**src/rtl/rf_write_arbiter.sv**
```systemverilog
// Register-file write-port arbiter.
// Merges the in-order pipeline writeback (top priority, no backpressure) with
// a long-latency result stream (valid/ready) into one registered write per
// cycle. Long-latency results that lose arbitration wait in a small in-order
// FIFO. A pipeline write kills any queued long-latency write to the same
// register so the younger value always wins (WAW).
module rf_write_arbiter #(
  parameter int DEPTH = 4,
  parameter int AW    = 5,
  parameter int DW    = 32
) (
  input  logic                     clock,
  input  logic                     reset,
  input  logic                     pipe_we,
  input  logic [AW-1:0]            pipe_waddr,
  input  logic [DW-1:0]            pipe_wdata,
  input  logic                     lu_valid,
  output logic                     lu_ready,
  input  logic [AW-1:0]            lu_waddr,
  input  logic [DW-1:0]            lu_wdata,
  output logic                     we,
  output logic [AW-1:0]            waddr,
  output logic [DW-1:0]            wdata,
  output logic [$clog2(DEPTH):0]   fifo_count
);

  localparam int PW = $clog2(DEPTH);
  localparam int CW = PW + 1;
  localparam logic [CW-1:0] FULL = CW'(DEPTH);

  // FIFO storage: address/data are pure data, live bits and pointers are control
  logic [AW-1:0]    q_addr [DEPTH];
  logic [DW-1:0]    q_data [DEPTH];
  logic [DEPTH-1:0] q_live;
  logic [PW-1:0]    rd_ptr;
  logic [PW-1:0]    wr_ptr;

  // Stage 0 decisions (combinational, feed the output register)
  logic          accept_p0;
  logic          pipe_hit_p0;
  logic          fifo_empty_p0;
  logic          sel_we_p0;
  logic [AW-1:0] sel_addr_p0;
  logic [DW-1:0] sel_data_p0;
  logic          push_p0;
  logic          push_live_p0;
  logic          pop_p0;
  logic          cancel_p0;

  // Ready depends only on registered occupancy (and reset), never on inputs
  assign lu_ready = !reset && (fifo_count < FULL);

  // Priority selection: pipeline write, then FIFO head, then bypass, else idle
  always_comb begin
    accept_p0     = lu_valid && lu_ready;
    pipe_hit_p0   = pipe_we && (pipe_waddr != '0);
    fifo_empty_p0 = (fifo_count == '0);
    sel_we_p0     = 1'b0;
    sel_addr_p0   = pipe_waddr;
    sel_data_p0   = pipe_wdata;
    push_p0       = 1'b0;
    push_live_p0  = 1'b1;
    pop_p0        = 1'b0;
    cancel_p0     = 1'b0;
    if (pipe_hit_p0) begin
      sel_we_p0    = 1'b1;
      cancel_p0    = 1'b1;
      // x0 results are dropped at the door; same-address results arrive dead
      push_p0      = accept_p0 && (lu_waddr != '0);
      push_live_p0 = (lu_waddr != pipe_waddr);
    end else if (!fifo_empty_p0) begin
      pop_p0      = 1'b1;
      sel_we_p0   = q_live[rd_ptr];
      sel_addr_p0 = q_addr[rd_ptr];
      sel_data_p0 = q_data[rd_ptr];
      push_p0     = accept_p0 && (lu_waddr != '0);
    end else if (accept_p0 && (lu_waddr != '0)) begin
      sel_we_p0   = 1'b1;
      sel_addr_p0 = lu_waddr;
      sel_data_p0 = lu_wdata;
    end
  end

  // ---- stage 0 -> stage 1 boundary: output register and FIFO control ----
  // Output write port and FIFO bookkeeping; cancelled pops free the slot silently
  always_ff @(posedge clock) begin
    if (reset) begin
      we         <= 1'b0;
      waddr      <= '0;
      wdata      <= '0;
      q_live     <= '0;
      rd_ptr     <= '0;
      wr_ptr     <= '0;
      fifo_count <= '0;
    end else begin
      we <= sel_we_p0;
      if (sel_we_p0) begin
        waddr <= sel_addr_p0;
        wdata <= sel_data_p0;
      end
      if (cancel_p0) begin
        for (int i = 0; i < DEPTH; i++) begin
          if (q_addr[i] == pipe_waddr) q_live[i] <= 1'b0;
        end
      end
      if (push_p0) begin
        q_live[wr_ptr] <= push_live_p0;
        wr_ptr         <= wr_ptr + 1'b1;
      end
      if (pop_p0) rd_ptr <= rd_ptr + 1'b1;
      case ({push_p0, pop_p0})
        2'b10:   fifo_count <= fifo_count + 1'b1;
        2'b01:   fifo_count <= fifo_count - 1'b1;
        default: fifo_count <= fifo_count;
      endcase
    end
  end

  // FIFO payload storage; no reset needed since live bits gate every use
  always_ff @(posedge clock) begin
    if (push_p0) begin
      q_addr[wr_ptr] <= lu_waddr;
      q_data[wr_ptr] <= lu_wdata;
    end
  end

endmodule

```
**config.mk**
```make
export PLATFORM = sky130hd
export DESIGN_NAME = rf_write_arbiter
export DESIGN_NICKNAME = d
export VERILOG_FILES = /design/src/rtl/rf_write_arbiter.sv
export SDC_FILE = /design/constraint.sdc
export NUM_CORES = 1
export LEC_CHECK = 0
export BUFFER_PORTS_ARGS = -buffer_cell sky130_fd_sc_hd__buf_2
export CAP_MARGIN = 0
export CORE_ASPECT_RATIO = 0.75
export CORE_MARGIN = 1
export CORE_UTILIZATION = 38
export CTS_BUF_LIST = sky130_fd_sc_hd__clkbuf_4 sky130_fd_sc_hd__clkbuf_8
export DETAILED_ROUTE_END_ITERATION = 8
export HOLD_SLACK_MARGIN = 0.05
export PLACE_DENSITY_LB_ADDON = 0.05
export SETUP_SLACK_MARGIN = 0.2
export SLEW_MARGIN = 20
export SYNTH_ARGS = -nofsm -noshare
export SYNTH_HDL_FRONTEND = slang
export SYNTH_SLANG_ARGS = --single-unit
```
**constraint.sdc**
```tcl
create_clock -name clock -period 3.1 [get_ports clock]
set_clock_uncertainty 0.2 [all_clocks]
set_input_delay 0.62 -clock clock [delete_from_list [all_inputs] [get_ports clock]]
set_output_delay 0.62 -clock clock [all_outputs]
set_load 0.05 [all_outputs]
```
==> Yosys cells after proc, flatten, opt, wreduce, memory -nomap -nowiden <==
Memories as Yosys holds them, arrays and structs flattened. A register that Yosys moved wholly into a read port is not among the register bits.
Cells that the tools add are included.
Widths: inputs -> output; s select.
{ "word_totals": {"ff_bits": 49, "ramBits": 148, "word_cells": 68, "mem_count": 2} }
{ "classes": {"addsub": 4, "order_cmp": 4, "n_eq_ne": 7, "n_mux": 34, "reduce_logical": 10} }
{ "memory_table": {"columns": ["name", "words", "word_bits", "read_ports", "rd_ports_with_merged_regs", "write_ports", "line_no", "rtl"], "rows": [
  ["q_data", 4, 32, 1, 1, 1, "33", "logic [DW-1:0] q_data [DEPTH];"],
  ["q_addr", 4, 5, 5, 1, 1, "32", "logic [AW-1:0] q_addr [DEPTH];"]
]} }
{ "op_table": {"columns": ["operator", "count"], "rows": [
  ["$mux 32", 3],
  ["$eq 5x5->1", 4],
  ["$mux 1", 17],
  ["$mux 5", 3],
  ["$mux 4", 3],
  ["$reduce_bool 5->1", 2],
  ["$mux 2", 4],
  ["$lt 2x3->1 const B", 2],
  ["$pmux 3 s2", 1],
  ["$logic_and 1x1->1", 5],
  ["$ne 5x5->1", 1],
  ["$add 2x1->2 const B", 2],
  ["$bwmux 4", 1],
  ["$add 3x1->3 const B", 1],
  ["$logic_not 3->1", 1],
  ["$lt 3x3->1 const B", 1],
  ["$sub 3x1->3 const B", 1],
  ["$bmux 1 s2", 1],
  ["$demux 1 s2", 1],
  ["$eq 2x1->1 const B", 1],
  ["$eq 2x2->1 const B", 1],
  ["$ge 2x1->1 const B", 1],
  ["$reduce_bool 2->1", 1],
  ["$logic_not 1->1", 1]
]} }

==> Logic depth before layout (Yosys ltp) <==
{ "depth": {"ltp_word": 8, "mapped_depth": 12} }

==> Worst setup path before layout <==
No wires, ideal clock.
{ "synth_timing": {"path_kind": "in2reg", "startpoint": "input pipe_waddr[2]", "endpoint": "register fifo_count[2]", "arrival_time_ns": 3.037, "required_time_ns": 2.829, "setup_slack_ns": -0.208, "path_stages": 11, "path_buffers": 2, "cell_sequence": "buf_4 or4_4 o21a_1 clkbuf_1 nor2_1 ha_1 inv_1 fa_1 xor2_1 or3_1 a21oi_1"} }
{ "synth_via": {"elab_chain_len": 5, "word_cells_on_any_way": 8, "classes_between": "2 x eq/ne; 3 x mux; 3 x reduce/logical"} }
{ "synth_rtl": {"columns": ["item", "line_no", "rtl"], "rows": [
  ["start, declared", "15", "input logic [AW-1:0] pipe_waddr,"],
  ["$reduce_bool 5->1 *", "56", "pipe_hit_p0 = pipe_we && (pipe_waddr != '0);"],
  ["$logic_and 1x1->1 *", "56", null],
  ["$mux 1", "65", "if (pipe_hit_p0) begin"],
  ["$eq 2x1->1 / $eq 2x2->1 (equally long branches)", "111", "case ({push_p0, pop_p0})"],
  ["$pmux 3 s2 / $reduce_bool 2->1 (equally long branches)", null, null],
  ["end signal, assigned", "112", "2'b10: fifo_count <= fifo_count + 1'b1;"],
  ["end signal, assigned", "113", "2'b01: fifo_count <= fifo_count - 1'b1;"],
  ["end signal, assigned", "114", "default: fifo_count <= fifo_count;"],
  ["end, declared", "24", "output logic [$clog2(DEPTH):0] fifo_count"]
]} }
Mark *: on every way between the ends. The rest lies on a longest branch, timed or not.
A chain may end at the register's enable or synchronous reset.

==> Worst setup path in the final report <==
{ "layout_timing": {"startpoint": "input pipe_waddr[2]", "endpoint": "register waddr[4]"} }
{ "layout_via": {"elab_chain_len": 3, "word_cells_on_any_way": 4, "classes_between": "2 x mux; 2 x reduce/logical"} }
{ "layout_rtl": {"columns": ["item", "line_no", "rtl"], "rows": [
  ["$reduce_bool 5->1 *", "56", null],
  ["$logic_and 1x1->1 *", "56", null],
  ["$mux 5 / $mux 1 (equally long branches)", "65", null],
  ["end signal, assigned", "98", "waddr <= sel_addr_p0;"],
  ["end, declared", "22", "output logic [AW-1:0] waddr,"]
]} }
Marks and branches as above.

==> impl_summary.txt <==
----------------------------------------------------
[Timing]
  Accumulated negative setup slack ... 0 ns
  Unrepaired setup endpoints after global routing ... false
  Headroom to the max-slew limit ... 50.5%
  Count of final setup violators ... 0
  Max-slew violation total from the final report ... 0
  Highest Clock Rate ... 0.368 GHz
  Fin crit share ... between 80% and 90%
  Period minus WS final ... roughly 2.7 ns
  Slew @ Worst Pin ... 0.743 ns
  Fin. Hold Viols ... 0

[Power and ir drop]
  Clk pwr share ... a little under a quarter
  Total power divided by cell area ... around 760 mW/mm^2
  Relative contribution of combinational cells to total power ... 35.6%
  Total leakage power ... about 3.6 nW
  Power share of the sequential group ... 41.6%
  Internal power component ... around 5 mW
  Fraction of power spent switching nets ... roughly 37%
  Switching power of the nets ... about 2.8 mW
  Maximum VDD drop ... 0.000336 V
  Total power draw ... around 7.7 mW

[Place]
  DP Area ... approximately 0.0098 sq mm
  Number of input and output port buffers inserted ... 119
  Routability congestion estimate ... 0.822
  Half-perimeter wire length of the detailed placement result ... 14,000 um

[Clock network]
  Sink Count ... between 150 and 200
  Skew-Pair Late Insertion Delay ... ~0.45 ns
  Gates resized, CTS repair ... 0
  Number of setup buffers added after CTS ... 0
  H-tree Lvls ... 4
  Cts bufs inserted ... 17
  Hold-fix buffers, CTS ... 0
  Reg clk slew, reported paths ... about 0.10 ns
  Max clock buf depth ... 2
  TritonCTS clock tree ... yes
  Clock root buffer ... sky130_fd_sc_hd__clkbuf_8

[Setup path]
  Critical path's top delay family ... compound AO/OA/AOI/OAI gates
  Crit path required time ... ~3.2 ns
  Crit. End Element ... flip-flop
  Worst reg-to-reg setup slack ... between 0.5 and 0.6 ns
  Worst Path Max Fanout ... 18
  Launching element type of the critical path ... input pin
  Largest stage delay on the critical path ... about 0.57 ns
  Cell breakdown of the critical path ... buf_2 -> or4_4 -> o21a_1 -> buf_4 -> a21o_2 -> buf_12 -> a211oi_1 -> nor3_1
  Arrival time reported for the critical path endpoint ... roughly 2.8 ns
  Launching point of the worst reg2reg path ... fifo_count[2]
  Worst flop-to-flop path endpoint ... fifo_count[2]
  Type of the setup path with the least slack ... in -> reg
  Critical path depth ... 8
  Count of buffer and inverter cells on the critical path ... 3
  Cell with the largest stage delay on the worst path ... sky130_fd_sc_hd__or4_4
  Worst Reg2Reg Path Length in Cells ... 9

[Synth]
  Number of flops mapped to enable cells by yosys ... around 150
  Number of flip-flops and latches in the synthesized netlist ... a little under 200
  Sequential-to-total area share from yosys stat ... between 60% and 70%
  Most frequently used flop master after synthesis ... sky130_fd_sc_hd__edfxtp_1
  Dominant cell type by area after synthesis ... sky130_fd_sc_hd__edfxtp_1
  Post-synthesis instance area ... 0.00865 sq mm
  Synth Warn # ... 0
  Proportion of synthesized flip-flops having asynchronous set or reset ... 0%
  Synthesized netlist cell count ... around 600
  Post-Syn Area per Cell ... around 14 sq um
  Most instantiated library cell after synthesis ... sky130_fd_sc_hd__edfxtp_1
  Area share of the leading cell type in the synthesized netlist ... 51.4%
  Netlist cell types ... 39
  Largest cells by area after synthesis ... sky130_fd_sc_hd__edfxtp_1 (51%), sky130_fd_sc_hd__dfxtp_1 (12%), sky130_fd_sc_hd__mux4_2 (9.9%)
  Syn_nets ... 688
  Most instantiated cells after synthesis ... sky130_fd_sc_hd__edfxtp_1 (148), sky130_fd_sc_hd__nand2_1 (70), sky130_fd_sc_hd__dfxtp_1 (51)

[Finish]
  Final cell utilization of the core ... between 40% and 50%
  Post-layout net count ... 816
  Post-Layout Inst Area ... slightly above 0.01 sq mm
  Layout overhead on the synthesized area ... 18.4%
  Antenna diodes ... 0
  Fraction of final layout cells with drive strength greater than 1 ... between 30% and 40%
  Fill count ... around 2,000

[Global route]
  Number of global-route vias before repair ... approximately 5,600
  Total congestion overflow after global routing ... 0
  Largest net degree at the start of global routing ... between 50 and 60
  Number of antenna violations at the first check in global routing ... 3
  Overall routing resource usage ... 19.2%
  First-pass GRT wire length ... approximately 33,000 um

[Floorplanning]
  Starting Density ... 39.0%
  Height of the die ... about 130 um
  Number of rows in the core area ... between 40 and 50
  Die area ... ~0.023 sq mm
  Count of pins on the block boundary ... 120
  Overall die width ... between 150 and 200 um
  Core Region ... between 0.02 and 0.025 sq mm

[Worst hold path]
  Worst Hold End ... q_data[1][21]
  Worst hold stages ... 1
  Worst hold start ... lu_wdata[21]
  Kind of path behind the tightest hold check ... in -> reg

[Routing]
  Wire length per cell ... 20.7 um
  Number of DRC violations after detailed-routing iteration 0 ... approximately 390
  Number of antenna-violating nets in the routed design ... 0
  Residual DRC ... 0
  First-pass DRT Iterations ... 4
  Drt via density ... between 5 and 6
  Routed wire length ... 21,500 um
  Via count ... between 5,000 and 6,000

[Outcome]
  Result of the run ... finished clean

[Run]
  MaxCap Viol Count ... 0

----------------------------------------------------
-- power groups by stage --
stage                     registers [mW]  logic, mW  clock network, mW
final                               3.22       2.75               1.77
after CTS                           3.23       2.79               1.83
after floorplan                     3.70       1.52                  0
after detailed placement            3.29       2.78                  0
after global placement              3.27       2.77                  0
after global routing                3.26       2.98               1.94
-- sequential cells by signal, summed over array words and instances, names as in the netlist, named ones only --
signal	flops
we	1
fifo_count	3
wr_ptr	2
q_data	128
waddr	5
wdata	32
q_addr	20
q_live	4
rd_ptr	2
-- worst max path at each step --
stage	from	end	slack [ns]
3_3_place_gp	pipe_waddr[2]	waddr[4]	-0.05
2_1_floorplan	pipe_waddr[2]	fifo_count[2]	-0.05
5_1_grt	pipe_waddr[2]	fifo_count[2]	0.42
4_1_cts	pipe_waddr[2]	waddr[4]	0.46
3_5_place_dp	pipe_waddr[2]	waddr[4]	-0.04
6_report	pipe_waddr[2]	waddr[4]	0.38
-- per-stage QoR --
stage,worst slack [ns],std cells,hold slack (ns)
global route,0.416,1039,0.140
finish,0.383,1039,0.186
floorplan,-0.0523,604,0.250
detailed placement,-0.0413,1007,0.276
global placement,-0.0493,1007,0.270
CTS,0.457,1039,0.144
-- placed cells by master, fill, tap and decap left out, drive strengths merged, types with 8 or more instances in the layout --
| master | netlist | layout |
|---|---|---|
| a21oi | 8 | 8 |
| a221oi | 32 | 32 |
| buf | 21 | 156 |
| clkbuf | 26 | 17 |
| dfxtp | 51 | 51 |
| edfxtp | 148 | 148 |
| inv | 6 | 13 |
| mux4 | 38 | 38 |
| nand2 | 70 | 70 |
| nand3 | 10 | 10 |
| nor2 | 48 | 48 |
| nor3 | 43 | 43 |
| o21ai | 39 | 39 |
| xnor2 | 12 | 12 |
| xor2 | 18 | 18 |
-- cells by family (layout without fill, tap and decap cells) --
| family | after synthesis | after routing | share of synthesized area, % |
|---|---|---|---|
| flip-flops | 199 | 199 | 63.2 |
| AND/OR/NAND/NOR | 188 | 188 | 10.8 |
| AO/OA/AOI/OAI | 89 | 89 | 8.91 |
| buffers and inverters | 53 | 194 | 3.12 |
| multiplexers | 39 | 39 | 10.0 |
| XOR/XNOR | 30 | 30 | 3.04 |
| adder cells (fa/ha/maj) | 6 | 6 | 0.955 |
-- per-layer routing --
layer | global-route usage [%] | vias up | part of all wire, % | wire (um)
met5 | 0 | - | 0.10 | 22
met4 | 4.15 | 4 | 0.73 | 157
met3 | 4.31 | 15 | 6.0 | 1290
met2 | 30.3 | 157 | 47 | 10000
met1 | 27.2 | 2783 | 47 | 10000
li1 | - | 2543 | - | -
-- area by class of cell --
cell class	instances	area, sq um	area share [%]
multi-input cells	352	2970	29.0
clock buffers	17	234	2.29
flip-flops and latches	199	5470	53.4
well taps	294	368	3.59
repair buffers	156	986	9.63
clock inverters	15	189	1.85
inverters	6	25.0	0.244
Note: power is estimated with default switching activity, not from simulation.
